===== config.mk =====
export PLATFORM = sky130hd
export DESIGN_NAME = dmem_arbiter
export DESIGN_NICKNAME = d
export VERILOG_FILES = /design/src/rtl/dmem_arbiter.sv
export SDC_FILE = /design/constraint.sdc
export NUM_CORES = 1
export LEC_CHECK = 0
export ABC_AREA = 1
export BUFFER_PORTS_ARGS = -buffer_cell sky130_fd_sc_hd__buf_2
export CAP_MARGIN = 10
export CORE_AREA = 3 3 117 119
export DETAILED_ROUTE_END_ITERATION = 6
export DIE_AREA = 0 0 120 122
export HOLD_SLACK_MARGIN = 0.02
export PLACE_DENSITY_LB_ADDON = 0.1
export SETUP_SLACK_MARGIN = 0.15
export SLEW_MARGIN = 20
export SYNTH_ARGS = -nofsm -noshare
export SYNTH_HDL_FRONTEND = slang
export SYNTH_SLANG_ARGS = --single-unit
export TNS_END_PERCENT = 50

===== constraint.sdc =====
create_clock -name clk -period 2 [get_ports clk]
set_input_delay 0.1 -clock clk [delete_from_list [all_inputs] [get_ports clk]]
set_output_delay 0.1 -clock clk [all_outputs]
set_load 0.05 [all_outputs]

===== src/rtl/dmem_arbiter.sv =====
// -----------------------------------------------------------------------------
// dmem_arbiter
//   Two-master arbiter in front of a single-port data memory. m0 is the CPU
//   and m1 is the debug/loader port. m0 wins contended cycles until m1 has
//   waited STARVE_MAX consecutive cycles; then m1 is forced through once.
//   Grants are combinational. Reads return one cycle after acceptance.
//   Misaligned accesses are accepted, but no memory command is issued, and
//   they raise a one-cycle err on the next cycle.
//
// Parameters
//   STARVE_MAX : contended cycles m1 may lose before it is forced a grant
//   AW         : byte address width
//
// Ports
//   clk, reset                  : clock, asynchronous active-low reset
//   mX_req/we/adr/wdata         : request side of master X (X = 0, 1)
//   mX_gnt                      : same-cycle grant to master X
//   mX_rvalid/rdata/err         : response side of master X
//   mem_en/MemWrite/DataAdr/WriteData : memory command
//   mem_rdata                   : memory read data, one cycle after a read
// -----------------------------------------------------------------------------
module dmem_arbiter #(
  parameter int unsigned STARVE_MAX = 3,
  parameter int unsigned AW         = 32
) (
  input  logic          clk,
  input  logic          reset,
  input  logic          m0_req,
  input  logic          m0_we,
  input  logic [AW-1:0] m0_adr,
  input  logic [31:0]   m0_wdata,
  output logic          m0_gnt,
  output logic          m0_rvalid,
  output logic          m0_err,
  output logic [31:0]   m0_rdata,
  input  logic          m1_req,
  input  logic          m1_we,
  input  logic [AW-1:0] m1_adr,
  input  logic [31:0]   m1_wdata,
  output logic          m1_gnt,
  output logic          m1_rvalid,
  output logic          m1_err,
  output logic [31:0]   m1_rdata,
  output logic          mem_en,
  output logic          MemWrite,
  output logic [AW-1:0] DataAdr,
  output logic [31:0]   WriteData,
  input  logic [31:0]   mem_rdata
);

  // The starvation counter is wide enough to hold STARVE_MAX, and is never
  // narrower than one bit.
  localparam int unsigned SW = (STARVE_MAX < 2) ? 1 : $clog2(STARVE_MAX + 1);

  typedef enum logic {
    OWN_M0 = 1'b0,
    OWN_M1 = 1'b1
  } owner_e;

  logic [SW-1:0] starve_cnt;
  logic          starved;
  logic          rd_pend;
  owner_e        owner;
  logic          m0_err_q;
  logic          m1_err_q;

  logic          any_gnt;
  logic          sel_we;
  logic [AW-1:0] sel_adr;
  logic [31:0]   sel_wdata;
  logic          misaligned;

  assign starved = (starve_cnt == SW'(STARVE_MAX));

  // Grant logic. Holding reset low blocks every grant, even when a
  // request is present.
  // NOTE: every output of this block gets a default before any branch, so no
  // path leaves a signal unassigned. Without the default, a latch would be
  // inferred.
  always_comb begin
    m0_gnt = 1'b0;
    m1_gnt = 1'b0;
    if (reset) begin
      if (m0_req && m1_req) begin
        m1_gnt = starved;
        m0_gnt = !starved;
      end else begin
        m0_gnt = m0_req;
        m1_gnt = m1_req;
      end
    end
  end

  assign any_gnt   = m0_gnt | m1_gnt;
  assign sel_we    = m1_gnt ? m1_we    : m0_we;
  assign sel_adr   = m1_gnt ? m1_adr   : m0_adr;
  assign sel_wdata = m1_gnt ? m1_wdata : m0_wdata;

  // A granted access that is not word aligned is still accepted by the
  // master. It does not reach the memory; it is reported through err.
  assign misaligned = any_gnt && (sel_adr[1:0] != 2'b00);

  assign mem_en    = any_gnt && !misaligned;
  assign MemWrite  = mem_en && sel_we;
  assign DataAdr   = any_gnt ? sel_adr   : '0;
  assign WriteData = any_gnt ? sel_wdata : '0;

  // NOTE: sequential state uses non-blocking assignments only. Every register
  // then samples the values that were present before the clock edge.
  always_ff @(posedge clk or negedge reset) begin
    if (!reset) begin
      rd_pend    <= 1'b0;
      owner      <= OWN_M0;
      m0_err_q   <= 1'b0;
      m1_err_q   <= 1'b0;
      starve_cnt <= '0;
    end else begin
      rd_pend  <= mem_en && !sel_we;
      owner    <= m1_gnt ? OWN_M1 : OWN_M0;
      m0_err_q <= m0_gnt && misaligned;
      m1_err_q <= m1_gnt && misaligned;
      // The counter measures the run of cycles in which m1 asked and lost.
      // Any cycle that breaks the run restarts the count.
      if (m1_req && !m1_gnt) begin
        if (!starved) starve_cnt <= starve_cnt + 1'b1;
      end else begin
        starve_cnt <= '0;
      end
    end
  end

  // Reset clears the registers, so a read accepted just before reset can
  // never surface once reset is released.
  assign m0_rvalid = rd_pend && (owner == OWN_M0);
  assign m1_rvalid = rd_pend && (owner == OWN_M1);
  assign m0_rdata  = m0_rvalid ? mem_rdata : '0;
  assign m1_rdata  = m1_rvalid ? mem_rdata : '0;
  assign m0_err    = m0_err_q;
  assign m1_err    = m1_err_q;

endmodule

==> results of run 1 <==
[worst min-delay path by stage]
stage / slack (ns) / end / start
finish: 0.17 / rd_pend$_DFF_PN0_ / m0_we
global route: 0.21 / rd_pend$_DFF_PN0_ / m0_we
CTS: 0.17 / rd_pend$_DFF_PN0_ / m0_we
detailed placement: -0.04 / starve_cnt[1]$_DFFE_PN0P_ / reset
global placement: -0.04 / owner$_DFF_PN0_ / reset
floorplan: -0.20 / m0_err$_DFF_PN0_ / reset
[power by group through the flow]
stage               logic [mW]  registers, mW  clock network, mW
CTS                       1.44          0.161              0.323
finish                    1.46          0.161              0.316
detailed placement        1.26          0.166                  0
floorplan                0.851          0.167                  0
global placement          1.25          0.163                  0
global route              1.56          0.164              0.330
[per-layer routing]
metal  part of all wire [%]  global-route usage, %
met2                     56                   28.9
met1                     34                   13.6
met3                    9.2                   3.44
met5                      0                      0
met4                   0.71                   2.29
[synthesized netlist by cell type]
library cell / instances / area, um2
clkbuf_1: 13 / 48.8
inv_1: 43 / 161
clkinv_4: 1 / 8.76
buf_4: 1 / 7.51
nand3_1: 7 / 35.0
ha_1: 1 / 12.5
nand2_1: 20 / 75.1
o21ai_0: 63 / 315
dfrtp_1: 6 / 150
o21a_1: 1 / 7.51
clkbuf_2: 1 / 5.00
clkinv_2: 1 / 5.00
nand2_4: 2 / 22.5
buf_2: 10 / 50.1
nand3b_1: 2 / 15.0
buf_6: 1 / 11.3
nor3_1: 2 / 10.0
nor2_1: 195 / 732
nand2_2: 1 / 6.26
[area by class of cell]
type	count	area (um2)
clock buffer	3	75.1
fill	1394	8660
inverter	45	186
tap	172	215
timing repair buffer	318	2040
antenna	1	2.50
sequential	6	150
multi-input combinational	294	1340
[timing repair]
| action | CTS | global route |
|---|---|---|
| gates cloned | 2 | 0 |
| endpoints found under the setup margin | 65 | 39 |
| setup buffers | 6 | 0 |
| resized for setup | 90 | 25 |
| hold buffers | 1 | 0 |
| endpoints found under the hold margin | 6 | 0 |
| pin swaps | 3 | 3 |
[cell families (layout without fill, tap and decap cells)]
group / after synthesis / count (layout) / synth area share (%)
other: 0 / 1 / 0
AOI/OAI and AO/OA: 64 / 64 / 19.2
and+or+nand+nor: 229 / 229 / 53.4
adders and majority gates: 1 / 1 / 0.745
buffers and inverters: 71 / 366 / 17.7
DFF: 6 / 6 / 8.94
[layout by cell type (no fill, tap or decap), drive strengths merged, types with 2 or more instances in the layout]
cell      n
buf     317
clkbuf    3
clkinv    2
dfrtp     6
inv      43
nand2    23
nand3     7
nand3b    2
nor2    195
nor3      2
o21ai    63
[registers in the layout (all words and copies together) (netlist names)]
register,cells
m1_err,1
rd_pend,1
starve_cnt,2
owner,1
m0_err,1
[worst max-delay path, delay by kind of cell, from the launching register on]
family / cells / cell delay (ns)
flops: 1 / 0.37
fa+ha+maj: 1 / 0.20
simple gates: 3 / 0.35
buf+inv: 3 / 0.42
compound gates: 1 / 0.11
[stage by stage]
stage	setup TNS (ns)	util (%)	cell area [um2]	cells
detailed placement	0	27.6	3500	826
global placement	0	27.6	3500	826
global route	0	31.7	4020	839
CTS	0	31.2	3960	838
finish	0	31.7	4020	839
floorplan	-0.789	-	1750	371
==> flow_metrics.tcl, run 1 <==
set metrics [dict create \
    comb_power_share_pct 75.3 \
    grt.overflow.total 0 \
    maxCapViolCount 0 \
    p_sw_share_pct 52.5 \
    cp-start-kind "flop" \
    grt_max_degree 66 \
    hold_viol 0 \
    skew_ns 0.0000857 \
    clock_sinks 6 \
    antenna_left 0 \
    fmax_ghz 0.555 \
    reg2reg_to "m1_err$_DFF_PN0_" \
    drive_gt1_share_pct 54.5 \
    wire_per_inst_um 13.4 \
    cpPeakStageDelay_ns 0.37 \
    total_power_mw 1.93 \
    ioPinCount 302 \
    crit_chain "ha_2 > inv_2 > nand2_4 > nand2_8 > buf_12 > o21ai_0 > nor2_1 > buf_6" \
    h-tree-depth 1 \
    core_um2 12700 \
    power_density_nw_per_um2 481 \
    vias_per_cell 4.05 \
    grt_pass1_vias 3321 \
    track_usage_pct 13.8 \
    cts_buffers 3 \
    syn_to_final_growth_pct 139 \
    slew_headroom_pct 78.2 \
    syn-num-nets 538 \
    fin_crit_sh_pct 90.1 \
    fin_ws_ns 0.198 \
    ys_warn_count 0 \
    r2r_setup_slack_ns 0.54 \
    r2r_start "starve_cnt[0]$_DFFE_PN0P_" \
    netlist_area_um2 1680 \
    synth-seq-cells 6 \
    intPower_mw 0.919 \
    hp-class "in2reg" \
    rsz0062_at_grt "yes" \
    ys_seq_area_share_pct 8.94 \
    worstMarginPinSlew_ns 0.327 \
    clkTransAtPathRegs_ns 0.03 \
    postSynthAreaPerCell_um2 4.53 \
    fin_nets 835 \
    hold_ws_ns 0.170 \
    synthDistinctLibCells 19 \
    port_buffers 301 \
    finalSetupViolCount 0 \
    rows 41 \
    cp_max_fo 35 \
    required_ns 1.90 \
    route.detailed.drc 0 \
    clk_latency_ns 0.22 \
    p_leak_nw 2.44 \
    p_seq_share_pct 8.3 \
    crit_type "reg2out" \
    vias 3400 \
    slew_viol_final 0 \
    cts_buffer_depth 2 \
    finalCriticalPeriod_ns 1.80 \
    globalplace.congestion 0.815 \
    place_ws_ns 0.188 \
    worstSetupEndpoint "WriteData[6]" \
    cts_root_buffer "clkbuf_16" \
    drtIter0Drc 111 \
    drtPass1Iterations 4 \
    cp.arrival_ns 1.70 \
    wl_mm 11.2 \
    syn-instance-count 371 \
    critPathLaunch "starve_cnt[0]$_DFFE_PN0P_" \
    antenna_found_initial 1 \
    power_switching_mw 1.01 \
    grt_pass1_wl_mm 16.3 \
    endpoint_kind "output pin" \
    cpMaxStageDelayCell "dfrtp_1" \
    cts_tree "done" \
    dieArea_um2 14600 \
    status "complete, no violations" \
    ir_drop_v 0.000209 \
    hold_path_depth 4 \
    die_x_um 120 \
    die_h_um 122 \
    dp_hpwl_mm 8.89 \
    start_util_pct 13.3 \
    reg2regPathDepth 10 \
    clock_power_share_pct 16.3 \
]
Power figures use the tool's default switching activity.
==> run 2, diff against run 1 <==
--- a/config.mk
+++ b/config.mk
@@ -8,9 +8,9 @@
 export ABC_AREA = 1
 export BUFFER_PORTS_ARGS = -buffer_cell sky130_fd_sc_hd__buf_2
 export CAP_MARGIN = 10
-export CORE_AREA = 3 3 117 119
+export CORE_AREA = 3 3 116 118
 export DETAILED_ROUTE_END_ITERATION = 6
-export DIE_AREA = 0 0 120 122
+export DIE_AREA = 0 0 119 121
 export HOLD_SLACK_MARGIN = 0.02
 export PLACE_DENSITY_LB_ADDON = 0.1
 export SETUP_SLACK_MARGIN = 0.15
==> constraint.sdc (replaced) <==
create_clock -name clk -period 2.19 [get_ports clk]
set_input_delay 0.1095 -clock clk [delete_from_list [all_inputs] [get_ports clk]]
set_output_delay 0.1095 -clock clk [all_outputs]
set_load 0.05 [all_outputs]
==> run 2 against run 1 <==
Against the previous run:
- highest routed layer is now met5
- critical path type unchanged
- sequential power decreased by 7%
- first-iteration DRC count down 32%
- setup slack gained 0.031 ns
- largest cell class unchanged
- via count down 3.2%
- wire length down 1.4%
- hold slack worse by 0.0088 ns
- utilization is 1.9 points lower
==> flow_metrics.tcl, run 2 (synthesis gave the netlist of run 1 again) <==
set metrics [dict create \
    fmax_ghz 0.510 \
    grt_pass1_vias 3149 \
    die_x_um 119 \
    crit_chain "ha_2 > inv_1 > nand2_4 > nand2_8 > buf_6 > o21ai_0 > nor2_1 > buf_2" \
    wire_per_inst_um 13.3 \
    hold_viol 0 \
    drtPass1Iterations 6 \
    hold_ws_ns 0.161 \
    grt_pass1_wl_mm 15.4 \
    cts_tree "done" \
    skew_ns 0.000205 \
    cpMaxStageDelayCell "dfrtp_1" \
    clkTransAtPathRegs_ns 0.03 \
    crit_type "reg2out" \
    largest_register_ffs 2 \
    rsz0062_at_grt "yes" \
    grt.overflow.total 0 \
    port_buffers 301 \
    globalplace.congestion 0.831 \
    p_leak_nw 2.38 \
    slew_viol_final 0 \
    dieArea_um2 14400 \
    antenna_left 0 \
    worstMarginPinSlew_ns 0.883 \
    finalCriticalPeriod_ns 1.96 \
    wl_mm 11.1 \
    ioPinCount 302 \
    vias_per_cell 3.95 \
    track_usage_pct 13.1 \
    cp_max_fo 15 \
    hp-class "in2reg" \
    cpPeakStageDelay_ns 0.39 \
    maxCapViolCount 0 \
    required_ns 2.08 \
    antenna_found_initial 2 \
    diodes 0 \
    dpl.cell_count 825 \
    final_common_cell "buf_2" \
    h-tree-depth 1 \
    final_cells 833 \
    core_um2 12600 \
    finalSetupViolCount 0 \
    power_density_nw_per_um2 440 \
    slew_headroom_pct 41.1 \
    utilization_pct 29.8 \
    status "complete, no violations" \
    cp-start-kind "flop" \
    clk_latency_ns 0.23 \
    cts_buffers 3 \
    drtIter0Drc 75 \
    rows 41 \
    setup_tns_ns 0 \
    cts_buffer_depth 2 \
    drive_gt1_share_pct 49.0 \
    place_ws_ns 0.342 \
    fin_crit_sh_pct 89.5 \
    ir_drop_v 0.000215 \
    vias 3292 \
    grt_max_degree 63 \
    start_util_pct 13.4 \
    fin_nets 830 \
    dp_hpwl_mm 8.71 \
    fin_ws_ns 0.229 \
    cts_root_buffer "clkbuf_16" \
    clock_sinks 6 \
    cp.arrival_ns 1.85 \
    syn_to_final_growth_pct 123 \
    regMostFlops "starve_cnt" \
    cts_setup_buffers 0 \
    route.detailed.drc 0 \
    die_h_um 121 \
    layout_common_cells "248 x buf_2, 193 x nor2_1, 63 x o21ai_0, 43 x inv_1, 29 x clkbuf_4" \
    endpoint_kind "output pin" \
]
## run 2: changes by cell type in the layout (fill, tap and decap cells not counted), sizes merged
cell and change:
buf -37, diode -1, clkinv -1, inv +1, clkbuf +32
## run 2: repair_timing
action,CTS,global route
pin swaps,0,1
endpoints found under the setup margin,61,63
resized for setup,9,70
hold buffers,1,0
gates cloned,0,4
hold endpoints to repair,6,0
## run 2: critical path, delay by kind of cell, from the launching register on
family	cells	cell delay (ns)
buf+inv	3	0.57
flops	1	0.39
simple gates	3	0.35
fa+ha+maj	1	0.22
compound gates	1	0.09
## run 2: cell type report
cell class / count / area (um2)
multi-input combinational: 294 / 1250
inverter: 45 / 181
timing repair buffer: 313 / 1870
sequential: 6 / 150
tap: 172 / 215
clock buffer: 3 / 75.1
fill: 1432 / 8820
## run 2: through the flow
stage	power, mW	instance area [um2]
after floorplan	0.913	1680
after CTS	1.57	3500
after detailed placement	1.26	3390
after global placement	1.26	3390
after global routing	1.77	3750
final	1.65	3750
## run 2: worst paths after layout
path                       slack, ns                   endpoint  cells after the start                 startpoint
setup / recovery                0.23                DataAdr[13]                      8  starve_cnt[0]$_DFFE_PN0P_
hold / removal                  0.16          rd_pend$_DFF_PN0_                      4                      m0_we
min in group asynchronous       0.34           m1_err$_DFF_PN0_                      2                      reset
setup reg to reg                0.71           m1_err$_DFF_PN0_                      9  starve_cnt[0]$_DFFE_PN0P_
max in group asynchronous       1.64  starve_cnt[0]$_DFFE_PN0P_                      2                      reset
hold reg to reg                 0.53  starve_cnt[0]$_DFFE_PN0P_                      1  starve_cnt[0]$_DFFE_PN0P_
## run 2: power by group
| part | internal (mW) | switching, mW |
|---|---|---|
| registers | 0.134 | 0.0149 |
| clock network | 0.234 | 0.0605 |
| logic | 0.395 | 0.810 |
## run 2: per-layer routing
metal | GRT usage, % | vias up | share of wire, %
met5 | 0 | - | 0.12
met4 | 1.52 | 2 | 0.58
met3 | 4.24 | 8 | 10
met2 | 27.5 | 190 | 55
met1 | 12.4 | 1388 | 34
li1 | - | 1704 | -
